[config.mk]
export PLATFORM = sky130hd
export DESIGN_NAME = mem_port_arbiter_flat
export DESIGN_NICKNAME = d
export VERILOG_FILES = /design/src/rtl/mem_port_arbiter_pkg.sv /design/src/rtl/mem_port_arbiter_if.sv /design/src/rtl/mem_port_arbiter.sv /design/src/flat_wrapper.sv
export SDC_FILE = /design/constraint.sdc
export NUM_CORES = 1
export LEC_CHECK = 0
export ABC_CLOCK_PERIOD_IN_PS = 3800
export CAP_MARGIN = 20
export CORE_MARGIN = 3
export CORE_UTILIZATION = 43
export CTS_CLUSTER_DIAMETER = 80
export DETAILED_ROUTE_END_ITERATION = 8
export PLACE_DENSITY = 0.71
export SYNTH_ARGS = -nofsm -noshare
export SYNTH_HDL_FRONTEND = slang
export SYNTH_SLANG_ARGS = --single-unit
[constraint.sdc]
create_clock -name clk -period 3.8 [get_ports clk]
set_clock_uncertainty 0.1 [all_clocks]
set_input_delay 1.14 -clock clk [delete_from_list [all_inputs] [get_ports clk]]
set_output_delay 1.14 -clock clk [all_outputs]
set_load 0.01 [all_outputs]
[src/rtl/mem_port_arbiter_pkg.sv]
// Shared types and constants for the two-port byte-memory arbiter.
package mips_mem_pkg;

    typedef enum logic [1:0] {
        IDLE = 2'd0,
        XFER = 2'd1,
        ACK  = 2'd2
    } state_e;

    typedef enum logic {
        OWN_IF = 1'b0,
        OWN_DM = 1'b1
    } owner_e;

    // Bytes moved per word transfer (one memory beat per byte).
    localparam int WORD_BYTES = 4;

    // Consecutive contended data grants allowed before fetch gets a turn.
    localparam int STREAK_MAX = 2;

endpackage

[src/rtl/mem_port_arbiter_if.sv]
// Bundle of the fetch port, data port and shared byte-memory port.
// slave is the arbiter's view; master is the requester/memory side.
interface mem_port_arbiter_if #(
    parameter int ADDR_W = 8
);
    logic              if_req;
    logic [ADDR_W-1:0] if_addr;
    logic              if_ack;
    logic [31:0]       if_rdata;

    logic              dm_req;
    logic              dm_we;
    logic [ADDR_W-1:0] dm_addr;
    logic [31:0]       dm_wdata;
    logic              dm_ack;
    logic [31:0]       dm_rdata;

    logic [ADDR_W-1:0] mem_addr;
    logic              mem_we;
    logic [7:0]        mem_wdata;
    logic [7:0]        mem_rdata;

    logic              busy;

    modport slave (
        input  if_req, if_addr, dm_req, dm_we, dm_addr, dm_wdata, mem_rdata,
        output if_ack, if_rdata, dm_ack, dm_rdata, mem_addr, mem_we, mem_wdata, busy
    );

    modport master (
        output if_req, if_addr, dm_req, dm_we, dm_addr, dm_wdata, mem_rdata,
        input  if_ack, if_rdata, dm_ack, dm_rdata, mem_addr, mem_we, mem_wdata, busy
    );

endinterface

[src/rtl/mem_port_arbiter.sv]
// Arbitrates a fetch port and a data port onto one byte-wide memory,
// moving one big-endian 32-bit word per grant as four byte beats.
//
//   state | meaning
//   IDLE  | waiting; arbitrates and latches the winning request
//   XFER  | one byte beat per cycle, beat 0 carries bits 31:24
//   ACK   | transfer done; owner's ack/rdata registered on leaving
//
// The ack is registered, so it is seen in the cycle after ACK (back in
// IDLE). A requester that drops its request on seeing the ack is not
// re-sampled, and a requester that keeps it high is served again at once.
module mem_port_arbiter #(
    parameter int ADDR_W     = 8,
    parameter int WORD_BYTES = 4
) (
    input  logic              clk,
    input  logic              reset,
    mem_port_arbiter_if.slave bus
);
    import mips_mem_pkg::*;

    localparam int BEAT_W = $clog2(WORD_BYTES);

    localparam logic [1:0]        S_IDLE     = IDLE;
    localparam logic [1:0]        S_XFER     = XFER;
    localparam logic [1:0]        S_ACK      = ACK;
    localparam logic [BEAT_W-1:0] LAST_BEAT  = BEAT_W'(WORD_BYTES - 1);
    localparam logic [1:0]        STREAK_SAT = 2'(STREAK_MAX);

    logic [1:0]        state_q,    state_d;
    logic [BEAT_W-1:0] beat_q,     beat_d;
    owner_e            owner_q,    owner_d;
    logic              we_q,       we_d;
    logic [ADDR_W-1:0] addr_q,     addr_d;
    logic [31:0]       wdata_q,    wdata_d;
    logic [31:0]       rdata_q,    rdata_d;
    logic [1:0]        streak_q,   streak_d;
    logic              if_ack_q,   if_ack_d;
    logic              dm_ack_q,   dm_ack_d;
    logic [31:0]       if_rdata_q, if_rdata_d;
    logic [31:0]       dm_rdata_q, dm_rdata_d;

    logic [BEAT_W-1:0] byte_sel;
    logic [31:0]       wdata_shift;

    // Next-state: arbitration in IDLE, beat sequencing in XFER, completion in ACK.
    always_comb begin
        state_d    = state_q;
        beat_d     = beat_q;
        owner_d    = owner_q;
        we_d       = we_q;
        addr_d     = addr_q;
        wdata_d    = wdata_q;
        rdata_d    = rdata_q;
        streak_d   = streak_q;
        if_ack_d   = 1'b0;
        dm_ack_d   = 1'b0;
        if_rdata_d = if_rdata_q;
        dm_rdata_d = dm_rdata_q;

        case (state_q)
            S_IDLE: begin
                if (bus.dm_req && !(bus.if_req && streak_q == STREAK_SAT)) begin
                    owner_d = OWN_DM;
                    addr_d  = bus.dm_addr;
                    we_d    = bus.dm_we;
                    wdata_d = bus.dm_wdata;
                    // Only a grant that actually made fetch wait counts.
                    if (bus.if_req) begin
                        streak_d = (streak_q == STREAK_SAT) ? STREAK_SAT : streak_q + 2'd1;
                    end
                    beat_d  = '0;
                    state_d = S_XFER;
                end else if (bus.if_req) begin
                    owner_d  = OWN_IF;
                    addr_d   = bus.if_addr;
                    we_d     = 1'b0;
                    wdata_d  = '0;
                    streak_d = '0;
                    beat_d   = '0;
                    state_d  = S_XFER;
                end
            end
            S_XFER: begin
                // Shift bytes in MSB-first so beat 0 ends up in bits 31:24.
                if (!we_q) begin
                    rdata_d = {rdata_q[23:0], bus.mem_rdata};
                end
                beat_d = beat_q + BEAT_W'(1);
                if (beat_q == LAST_BEAT) begin
                    state_d = S_ACK;
                end
            end
            S_ACK: begin
                state_d = S_IDLE;
                if (owner_q == OWN_IF) begin
                    if_ack_d   = 1'b1;
                    if_rdata_d = rdata_q;
                end else begin
                    dm_ack_d = 1'b1;
                    if (!we_q) begin
                        dm_rdata_d = rdata_q;
                    end
                end
            end
            default: begin
                state_d = S_IDLE;
            end
        endcase
    end

    // Memory port: driven only during XFER, zero otherwise.
    always_comb begin
        byte_sel      = LAST_BEAT - beat_q;
        wdata_shift   = wdata_q >> {byte_sel, 3'b000};
        bus.mem_addr  = '0;
        bus.mem_we    = 1'b0;
        bus.mem_wdata = '0;
        if (state_q == S_XFER) begin
            bus.mem_addr  = addr_q + ADDR_W'(beat_q);
            // A reset arriving on this edge must not commit the current byte.
            bus.mem_we    = we_q & reset;
            bus.mem_wdata = we_q ? wdata_shift[7:0] : 8'h00;
        end
    end

    // State and output registers with synchronous active-low reset.
    always_ff @(posedge clk) begin
        if (!reset) begin
            state_q    <= S_IDLE;
            beat_q     <= '0;
            owner_q    <= OWN_IF;
            we_q       <= 1'b0;
            addr_q     <= '0;
            wdata_q    <= '0;
            rdata_q    <= '0;
            streak_q   <= '0;
            if_ack_q   <= 1'b0;
            dm_ack_q   <= 1'b0;
            if_rdata_q <= '0;
            dm_rdata_q <= '0;
        end else begin
            state_q    <= state_d;
            beat_q     <= beat_d;
            owner_q    <= owner_d;
            we_q       <= we_d;
            addr_q     <= addr_d;
            wdata_q    <= wdata_d;
            rdata_q    <= rdata_d;
            streak_q   <= streak_d;
            if_ack_q   <= if_ack_d;
            dm_ack_q   <= dm_ack_d;
            if_rdata_q <= if_rdata_d;
            dm_rdata_q <= dm_rdata_d;
        end
    end

    assign bus.busy     = (state_q != S_IDLE);
    assign bus.if_ack   = if_ack_q;
    assign bus.dm_ack   = dm_ack_q;
    assign bus.if_rdata = if_rdata_q;
    assign bus.dm_rdata = dm_rdata_q;

endmodule

[src/flat_wrapper.sv]
// flat-port wrapper written by rule: the top's interface ports become plain ports
module mem_port_arbiter_flat import mips_mem_pkg::*;
#(
    parameter int ADDR_W     = 8,
    parameter int WORD_BYTES = 4
)
  (clk, reset, bus_if_req, bus_if_addr, bus_dm_req, bus_dm_we, bus_dm_addr, bus_dm_wdata, bus_mem_rdata, bus_if_ack, bus_if_rdata, bus_dm_ack, bus_dm_rdata, bus_mem_addr, bus_mem_we, bus_mem_wdata, bus_busy);
  mem_port_arbiter_if #(.ADDR_W(ADDR_W)) bus_i ();
  input  logic clk;
  input  logic reset;
  input wire logic [$bits(bus_i.if_req)-1:0] bus_if_req;
  input wire logic [$bits(bus_i.if_addr)-1:0] bus_if_addr;
  input wire logic [$bits(bus_i.dm_req)-1:0] bus_dm_req;
  input wire logic [$bits(bus_i.dm_we)-1:0] bus_dm_we;
  input wire logic [$bits(bus_i.dm_addr)-1:0] bus_dm_addr;
  input wire logic [$bits(bus_i.dm_wdata)-1:0] bus_dm_wdata;
  input wire logic [$bits(bus_i.mem_rdata)-1:0] bus_mem_rdata;
  output wire logic [$bits(bus_i.if_ack)-1:0] bus_if_ack;
  output wire logic [$bits(bus_i.if_rdata)-1:0] bus_if_rdata;
  output wire logic [$bits(bus_i.dm_ack)-1:0] bus_dm_ack;
  output wire logic [$bits(bus_i.dm_rdata)-1:0] bus_dm_rdata;
  output wire logic [$bits(bus_i.mem_addr)-1:0] bus_mem_addr;
  output wire logic [$bits(bus_i.mem_we)-1:0] bus_mem_we;
  output wire logic [$bits(bus_i.mem_wdata)-1:0] bus_mem_wdata;
  output wire logic [$bits(bus_i.busy)-1:0] bus_busy;
  assign bus_i.if_req = bus_if_req;
  assign bus_i.if_addr = bus_if_addr;
  assign bus_i.dm_req = bus_dm_req;
  assign bus_i.dm_we = bus_dm_we;
  assign bus_i.dm_addr = bus_dm_addr;
  assign bus_i.dm_wdata = bus_dm_wdata;
  assign bus_i.mem_rdata = bus_mem_rdata;
  assign bus_if_ack = bus_i.if_ack;
  assign bus_if_rdata = bus_i.if_rdata;
  assign bus_dm_ack = bus_i.dm_ack;
  assign bus_dm_rdata = bus_i.dm_rdata;
  assign bus_mem_addr = bus_i.mem_addr;
  assign bus_mem_we = bus_i.mem_we;
  assign bus_mem_wdata = bus_i.mem_wdata;
  assign bus_busy = bus_i.busy;
  mem_port_arbiter #(.ADDR_W(ADDR_W), .WORD_BYTES(WORD_BYTES)) u_core (.clk(clk), .reset(reset), .bus(bus_i));
endmodule
# [After elaboration in Yosys (flattened, before gate mapping)]
# Cells that the tools add are included.
[word_totals] word_cells=64 n_memories=0 ramBits=0 out_inout_bits=84 latchBits=0 input_bits=61 register_bits=146 romBits=0
[op_classes] n_reduce_logical=15 n_div=0 mul=0 n_eq_ne=6 shift=1 n_addsub=4 n_bitwise=3 n_lt_le_gt_ge=0 n_mux=23
[ops] op="2-to-1 mux 32 bit" count=2
[ops] op="2-to-1 mux 8 bit" count=5
[ops] op="right shift 32 x 5 -> 8 bit" count=1
[ops] op="2-to-1 mux 2 bit" count=8
[ops] op="AND reduction 2 bit" count=7
[ops] op="adder 8 x 2 -> 8 bit" count=1
[ops] op="case mux 2 bit (2 select lines)" count=2
[ops] op="equality test 2 bit (second input constant)" count=3
[ops] op="2-to-1 mux 1 bit" count=6
[ops] op="nonzero test 2 bit" count=3
[ops] op="adder 2 x 1 -> 2 bit (second input constant)" count=2
[ops] op="!= test 3 x 2 -> 1 bit (second input constant)" count=1
[ops] op="AND reduction 3 bit" count=1
[ops] op="equality test 2 x 1 -> 1 bit (second input constant)" count=1
[ops] op="logical AND 1 bit" count=2
[ops] op="zero test 2 bit" count=1
[ops] op="!= test 2 x 1 -> 1 bit (second input constant)" count=1
[ops] op="inverter 1 bit" count=2
[ops] op="subtractor 2 bit (first input constant)" count=1
[ops] op="bitwise AND 1 bit" count=1
[ops] op="zero test 1 bit" count=1

# [Logic depth before layout (Yosys ltp)]
# Gate-level depths: netlist (run 1).
[depth] depth_word=6 mapped_depth=6 ltp_nobuf=5

# [Worst setup path before layout (run 1)]
# Ideal clock, no wire load.
[synth_path] path_type="register to output" from="reg u_core.beat_q[0]" to="out bus_mem_addr[6]" t_arrival_ns=1.334 setup_slack_ns=1.226 path_buffers=0 stages_incl_launch_ff=6 t_required_ns=2.560 cell_sequence="dfxtp_1 > ha_1 > fa_1 > inv_1 > or3_1 > a21oi_1"
[synth_between] elab_chain_cells=2
[synth_lines] item="from (decl)" line_no="mem_port_arbiter.sv:31" text="logic [BEAT_W-1:0] beat_q, beat_d;"
[synth_lines] item="from (signal assigned)" line_no="mem_port_arbiter.sv:144" text="beat_q <= beat_d;"
[synth_lines] item="adder 8 x 2 -> 8 bit" line_no="mem_port_arbiter.sv:120" text="bus.mem_addr = addr_q + ADDR_W'(beat_q);"
[synth_lines] item="2-to-1 mux 8 bit" line_no="mem_port_arbiter.sv:119" text="if (state_q == S_XFER) begin"
[synth_lines] item="to (decl)" line_no="flat_wrapper.sv:22" text="output wire logic [$bits(bus_i.mem_addr)-1:0] bus_mem_addr;"
# No other way between the ends.

# [Worst setup path after layout (run 1)]
[layout_path] from="reg u_core.addr_q[1]" to="out bus_mem_addr[7]"
[layout_between] elab_chain_cells=2
[layout_lines] item="from (decl)" line_no="mem_port_arbiter.sv:34" text="logic [ADDR_W-1:0] addr_q, addr_d;"
[layout_lines] item="from (signal assigned)" line_no="mem_port_arbiter.sv:147" text="addr_q <= addr_d;"
[layout_lines] item="adder 8 x 2 -> 8 bit" line_no="mem_port_arbiter.sv:120"
[layout_lines] item="2-to-1 mux 8 bit" line_no="mem_port_arbiter.sv:119"
# No other way between the ends.

==> impl_metrics.csv, run 1 <==
group,metric,value,unit
yosys,synth_edf_count,0,
clock_network,cts-root-buf,"clkbuf_16",
yosys,synth_ff_type,"dfxtp_1",
critical_path,r2r_slack,1780,ps
yosys,synth_compound_area_share,18.0,%
sta,worstMarginPinSlew,809,ps
sta,fin_setup_tns,0,ps
yosys,synth_fa_ha_area_share,1.43,%
power,p_per_area,448,nW/um^2
die,start_util,44.7,%
placed_design,placed_cell_area,7320,um^2
finish,fin_cells,1016,
grt,grt_usage,21.0,%
die,dieArea,14800,um^2
finish,drive_gt1_share,7.70,%
clock_network,clock-sinks,146,
sta,period_minus_slack,3630,ps
route,wl_per_cell,15.4,um
yosys,ys.warnings.count,0,
yosys,synth_seq_cells,146,
yosys,synth_top_family_by_area,"simple AND/OR/NAND/NOR gates",
route,drc,0,
clock_network,clk_pin_slew,60,ps
critical_path,worstPathMaxFanout,6,
finish,stdcell_area,7960,um^2
die,coreArea,12900,um^2
grt,grt_pass1_wl,24800,um
yosys,async_flop_share,0,%
run_status,status,"finished, final reports clean",
clock_network,cts_setup_buffers,0,
sta,hold_viol_final,0,
yosys,synthSimpleGateAreaFrac,21.4,%
yosys,syn-instance-count,712,
critical_path,startpoint_type,"flip-flop",
clock_network,clk_latency,420,ps
critical_path,critPathCaptureType,"primary output",
finish,area_growth,38.3,%
critical_path,critPathKind,"flip-flop to primary output",
grt,first_global_vias,5032,
route,num_vias,5452,
yosys,synth_xor_xnor_area_share,0.304,%
grt,grt-ovfl-total,0,
placed_design,gp_congestion,0.839,
placed_design,dpl.cell_count,982,
worst_hold_path,worst_hold_path_type,"flip-flop to flip-flop",
clock_network,cts_max_level,4,
critical_path,rr_worst_depth,4,
die,io_pins,145,
route,viasPerCell,5.37,
yosys,syn-cell-area,5760,um^2
worst_hold_path,holdPathEnd,"u_core.bus.dm_rdata[28]",
route,first_pass_iters,5,
sta,setup_violations,0,
power,leakage,2.73,nW
sta,slew_violations,0,
grt,grt_start_max_net_pins,80,
placed_design,post-place-ws,256,ps
clock_network,cts_buffer_depth,2,
die,die_h,122,um
yosys,avgSynthCellArea,8.09,um^2
route,totalWireLength,15600,um
sta,max_freq,275,MHz
finish,antenna_cells,0,
die,die_x,122,um
clock_network,cts_tree,"built",
worst_hold_path,hp-start,"u_core.bus.dm_rdata[28]",
flow_run,drv_cap,0,
clock_network,cts-resized-gates,0,
sta,fin_crit_sh,95.6,%
clock_network,hold_buffers,0,
placed_design,io_buffers,144,
worst_hold_path,holdPathStages,2,
yosys,synth.mux.area_fraction,3.13,%
die,num_rows,41,
clock_network,cts_inserted_buffers,17,
yosys,yosysSeqAreaShare,50.7,%
yosys,synth_cell_types,38,
power,peakVddDrop,286,uV
grt,antenna_found_initial,0,
sta,slew_headroom,46.1,%
critical_path,cp.required,2560,ps
critical_path,critPathArrivalTime,2390,ps
route,drtIter0Drc,514,
critical_path,regToRegEndpoint,"u_core.addr_q[4]",
placed_design,detailed_place_hpwl,10500,um
finish,nNetsFinal,898,
sta,fin_ws,169,ps
yosys,synth_fp_nets,779,
critical_path,crit-reg2reg-launch,"u_core.state_q[1]",
sta,rsz0062_at_grt,"false",
route,antenna_left,0,
==> critical path, stage by stage (launching register included) <==
cell,delay (ps)
dfxtp_1,340
ha_1,290
a21oi_1,130
or4_1,430
a21oi_1,190
clkdlybuf4s50_1,590
==> power breakdown <==
part           internal, mW  switching [mW]
logic                 0.134           0.145
registers              1.57          0.0376
clock network          1.02           0.663
==> cell usage in the layout, fill, tap and decap left out, types with 2 or more instances in the layout <==
master,count
nand2_1,212
a21oi_1,147
dfxtp_1,146
clkdlybuf4s50_1,144
o21ai_0,39
nand3_1,35
clkbuf_16,17
buf_4,12
and3_1,10
mux4_2,8
a311oi_1,8
inv_1,5
ha_1,5
nor2_1,4
nand4_1,3
or3_1,3
inv_6,3
nand2b_1,2
and2_1,2
nor2_2,2
nor3b_4,2
or3b_1,2
clkbuf_8,2
clkinvlp_4,2
bufinv_16,2
clkinv_4,2
inv_8,2
buf_16,2
==> state kept, by name, indices dropped and copies added (netlist names) <==
name	flops
u_core.bus.if_rdata	32
u_core.rdata_q	32
u_core.state_q	2
u_core.wdata_q	32
u_core.owner_q	1
u_core.streak_q	2
u_core.addr_q	8
u_core.beat_q	2
u_core.bus.if_ack	1
u_core.bus.dm_ack	1
u_core.bus.dm_rdata	32
u_core.we_q	1
==> metal layers <==
metal / track usage (%) / routed length [um] / up-vias / part of all wire (%)
met5: 0 / 0 / - / 0
met4: 7.98 / 258 / 0 / 1.7
met3: 4.46 / 957 / 21 / 6.1
met2: 34.2 / 7670 / 217 / 49
met1: 27.6 / 6720 / 2549 / 43
li1: - / - / 2665 / -
==> Yosys cell counts, types with 2 or more instances <==
master | n | share of area (%)
nand4_1 | 3 | 0.33
o21ai_0 | 39 | 3.4
a311oi_1 | 8 | 1.2
and3_1 | 10 | 1.1
inv_1 | 5 | 0.33
and2_1 | 2 | 0.22
nor3b_2 | 2 | 0.43
buf_4 | 4 | 0.52
ha_1 | 5 | 1.1
nand2b_1 | 2 | 0.22
buf_2 | 16 | 1.4
nand3_1 | 35 | 3.0
or3_1 | 3 | 0.33
clkbuf_1 | 37 | 2.4
nor2_1 | 5 | 0.33
or3b_1 | 2 | 0.30
dfxtp_1 | 146 | 51
mux4_2 | 8 | 3.1
nand2_1 | 212 | 14
buf_1 | 3 | 0.20
a21oi_1 | 147 | 13
inv_2 | 2 | 0.13
==> worst max path at each step <==
stage / endpoint / slack, ps / cells past startpoint / start
floorplan: bus_mem_addr[6] / 1230 / 5 / u_core.beat_q[0]
global placement: bus_mem_we / 250 / 3 / reset
detailed placement: bus_mem_we / 260 / 3 / reset
CTS: bus_mem_addr[7] / 180 / 5 / u_core.addr_q[1]
global route: bus_mem_addr[7] / 50 / 5 / u_core.addr_q[1]
finish: bus_mem_addr[7] / 170 / 5 / u_core.addr_q[1]
==> final cells by class <==
type / instances / area (um^2)
Clock buffer: 20 / 457
Clock inverter: 12 / 146
Fill cell: 1117 / 4910
Inverter: 7 / 28.8
Multi-Input combinational cell: 499 / 2570
Sequential cell: 146 / 2920
Tap cell: 172 / 215
Timing Repair Buffer: 160 / 1620
==> per-stage QoR <==
| stage | hold WS [ps] | total power, mW | util, % |
|---|---|---|---|
| floorplan | 332 | 1.78 | - |
| global placement | 339 | 1.90 | 56.6 |
| detailed placement | 346 | 1.91 | 56.8 |
| CTS | 355 | 3.58 | 61.5 |
| global route | 371 | 3.70 | 61.9 |
| finish | 352 | 3.57 | 61.9 |
==> cell families after synthesis <==
kind of cell,Yosys count
buffers and inverters,67
AOI/OAI and AO/OA,198
and+or+nand+nor,285
adders and majority gates,6
DFF,146
xor gates and xnor gates,2
muxes,8
No activity file was read; power rests on OpenSTA's default activity.
==> run 2: changes to the inputs <==
Settings changed: ABC_AREA from default to 1.
==> run 2 against run 1 <==
  * Via count increased by 5.4%
  * Non-clock buffer count fell by 7
  * Synthesized area rose by 6.6%
  * Highest routed layer unchanged
  * Total power grew 1.9%
  * Sequential share of layout area is 0.72 points lower
  * Critical path depth rose by 3
==> impl_metrics.csv, run 2 <==
group,metric,value,unit
yosys,yosysMostFrequentCell,"nand2_1",
route,first_pass_iters,7,
worst_hold_path,worst_hold_path_type,"flip-flop to flip-flop",
clock_network,cts_buffer_depth,2,
yosys,synth_ff_type,"dfxtp_1",
power,internal_power,2.71,mW
yosys,syn-instance-count,874,
finish,fin_cells,1184,
yosys,synthTopCellsByArea,"dfxtp_1 48%, nand2_1 14%, nor2_1 12%",
route,antenna_left,0,
flow_run,drv_cap,0,
run_status,status,"finished, final reports clean",
placed_design,gp_congestion,0.829,
power,leakage,3.17,nW
yosys,async_flop_share,0,%
route,num_vias,5746,
die,die_x,125,um
critical_path,critPathCaptureType,"primary output",
finish,fillers,1296,
power,finalPower,3.63,mW
clock_network,cts-root-buf,"clkbuf_16",
die,start_util,44.1,%
grt,grt_usage,20.1,%
grt,grt_start_max_net_pins,75,
finish,area_growth,32.3,%
sta,fin_setup_tns,0,ps
placed_design,detailed_place_hpwl,10300,um
yosys,synth_edf_count,0,
critical_path,startpoint_type,"flip-flop",
power,p_per_area,447,nW/um^2
die,dieArea,15700,um^2
clock_network,clock-sinks,146,
finish,stdcell_area,8120,um^2
yosys,avgSynthCellArea,7.02,um^2
route,wl_per_cell,13.4,um
die,die_h,125,um
finish,drive_gt1_share,5.68,%
critical_path,critPathArrivalTime,2310,ps
grt,grt-ovfl-total,0,
sta,setup_violations,0,
yosys,synth_top_area_cell,"dfxtp_1",
power,p_comb_share,9.9,%
placed_design,post-place-ws,660,ps
yosys,synth_fp_nets,941,
yosys,synth_common_cells,"231 x nand2_1, 189 x nor2_1, 146 x dfxtp_1",
die,coreArea,13900,um^2
finish,antenna_cells,0,
power,share_seq_of_total_power,45.8,%
power,peakVddDrop,285,uV
yosys,synth_seq_cells,146,
yosys,yosysSeqAreaShare,47.6,%
power,p_clk_share,44.4,%
clock_network,cts_inserted_buffers,17,
sta,hold_viol_final,0,
critical_path,worstPathMaxFanout,3,
placed_design,placed_cell_area,7560,um^2
sta,whs,361,ps
clock_network,cts_max_level,4,
critical_path,crit-reg2reg-launch,"u_core.state_q[1]",
sta,period_minus_slack,3550,ps
sta,fin_ws,251,ps
sta,max_freq,282,MHz
die,io_pins,145,
route,drc,0,
route,drtIter0Drc,442,
route,totalWireLength,15800,um
clock_network,clk_pin_slew,60,ps
worst_hold_path,hp-start,"u_core.wdata_q[2]",
power,switching_share,25.3,%
clock_network,hold_buffers,0,
finish,post-route-util,58.3,%
placed_design,io_buffers,144,
power,switching_power,0.921,mW
grt,grt_pass1_wl,26000,um
clock_network,cts_tree,"built",
clock_network,clk_latency,420,ps
critical_path,cp.required,2560,ps
clock_network,cts_setup_buffers,0,
grt,antenna_found_initial,0,
route,viasPerCell,4.85,
sta,worstMarginPinSlew,824,ps
sta,slew_headroom,44.9,%
yosys,synth.top_cell.area_share,47.6,%
finish,mostFrequentLayoutCells,"231 x nand2_1, 188 x nor2_1, 146 x dfxtp_1, 143 x clkdlybuf4s50_1, 82 x a21oi_1",
die,num_rows,43,
finish,nNetsFinal,1058,
clock_network,cts-resized-gates,0,
critical_path,critical_path.startpoint,"u_core.addr_q[0]",
sta,fin_crit_sh,93.4,%
yosys,synth_cell_types,25,
finish,final_common_cell,"nand2_1",
placed_design,dpl.cell_count,1152,
yosys,syn-cell-area,6140,um^2
yosys,ys.warnings.count,0,
sta,rsz0062_at_grt,"false",
critical_path,critPathKind,"flip-flop to primary output",
sta,slew_violations,0,
grt,first_global_vias,5269,
[run 2: cell types whose count changed in the layout (fill, tap and decap cells not counted), sizes merged, moves of 12 or more]
cell,previous run,this run
inv,12,63
a21oi,147,82
nand3,35,10
nand2,212,235
o21ai,39,51
nor2,6,192
nand4,3,33
[run 2: metal layers]
layer | up-vias | wire length [um] | GRT usage (%)
li1 | 2991 | - | -
met1 | 2582 | 7750 | 28.7
met2 | 154 | 6980 | 30.1
met3 | 19 | 877 | 4.70
met4 | 0 | 220 | 6.51
met5 | - | 0 | 0
[run 2: final timing paths]
path	to	slack, ps	cells past startpoint
worst max-delay path	bus_mem_addr[6]	250	8
worst min-delay path	u_core.wdata_q[2]	360	2
worst min register to register	u_core.wdata_q[2]	360	2
worst max register to register	u_core.rdata_q[24]	1730	6
[run 2: kinds of logic (layout without fill, tap and decap cells)]
logic type / count (synthesis) / count (layout) / share of synthesized area [%]
and+or+nand+nor: 472 / 472 / 31.2
DFF: 146 / 146 / 47.6
AOI/OAI and AO/OA: 133 / 133 / 10.9
adders and majority gates: 6 / 6 / 1.35
buffers and inverters: 117 / 247 / 8.93
[run 2: worst max-delay path, stage by stage, from the launching register on]
cell             delay, ps
dfxtp_1                310
ha_1                   240
fa_1                   400
nand2_1                100
nor2_1                  60
inv_1                   60
o21ai_0                 70
nor2_1                 110
clkdlybuf4s50_1        550
[run 2: power groups by stage]
| stage | combinational (mW) | clock, mW | sequential [mW] |
|---|---|---|---|
| global route | 0.407 | 1.71 | 1.67 |
| floorplan | 0.240 | 0 | 1.67 |
| finish | 0.358 | 1.61 | 1.66 |
| CTS | 0.361 | 1.64 | 1.66 |
| global placement | 0.353 | 0 | 1.70 |
| detailed placement | 0.358 | 0 | 1.69 |
[run 2: area by class of cell]
cell class	instances	area (um^2)	share of cell area, %
clock buffer	18	429	5.28
clock inverter	14	139	1.71
inverter	62	233	2.86
multi-input combinational	611	2670	32.9
sequential	146	2920	36.0
tap	180	225	2.77
timing repair buffer	153	1500	18.5
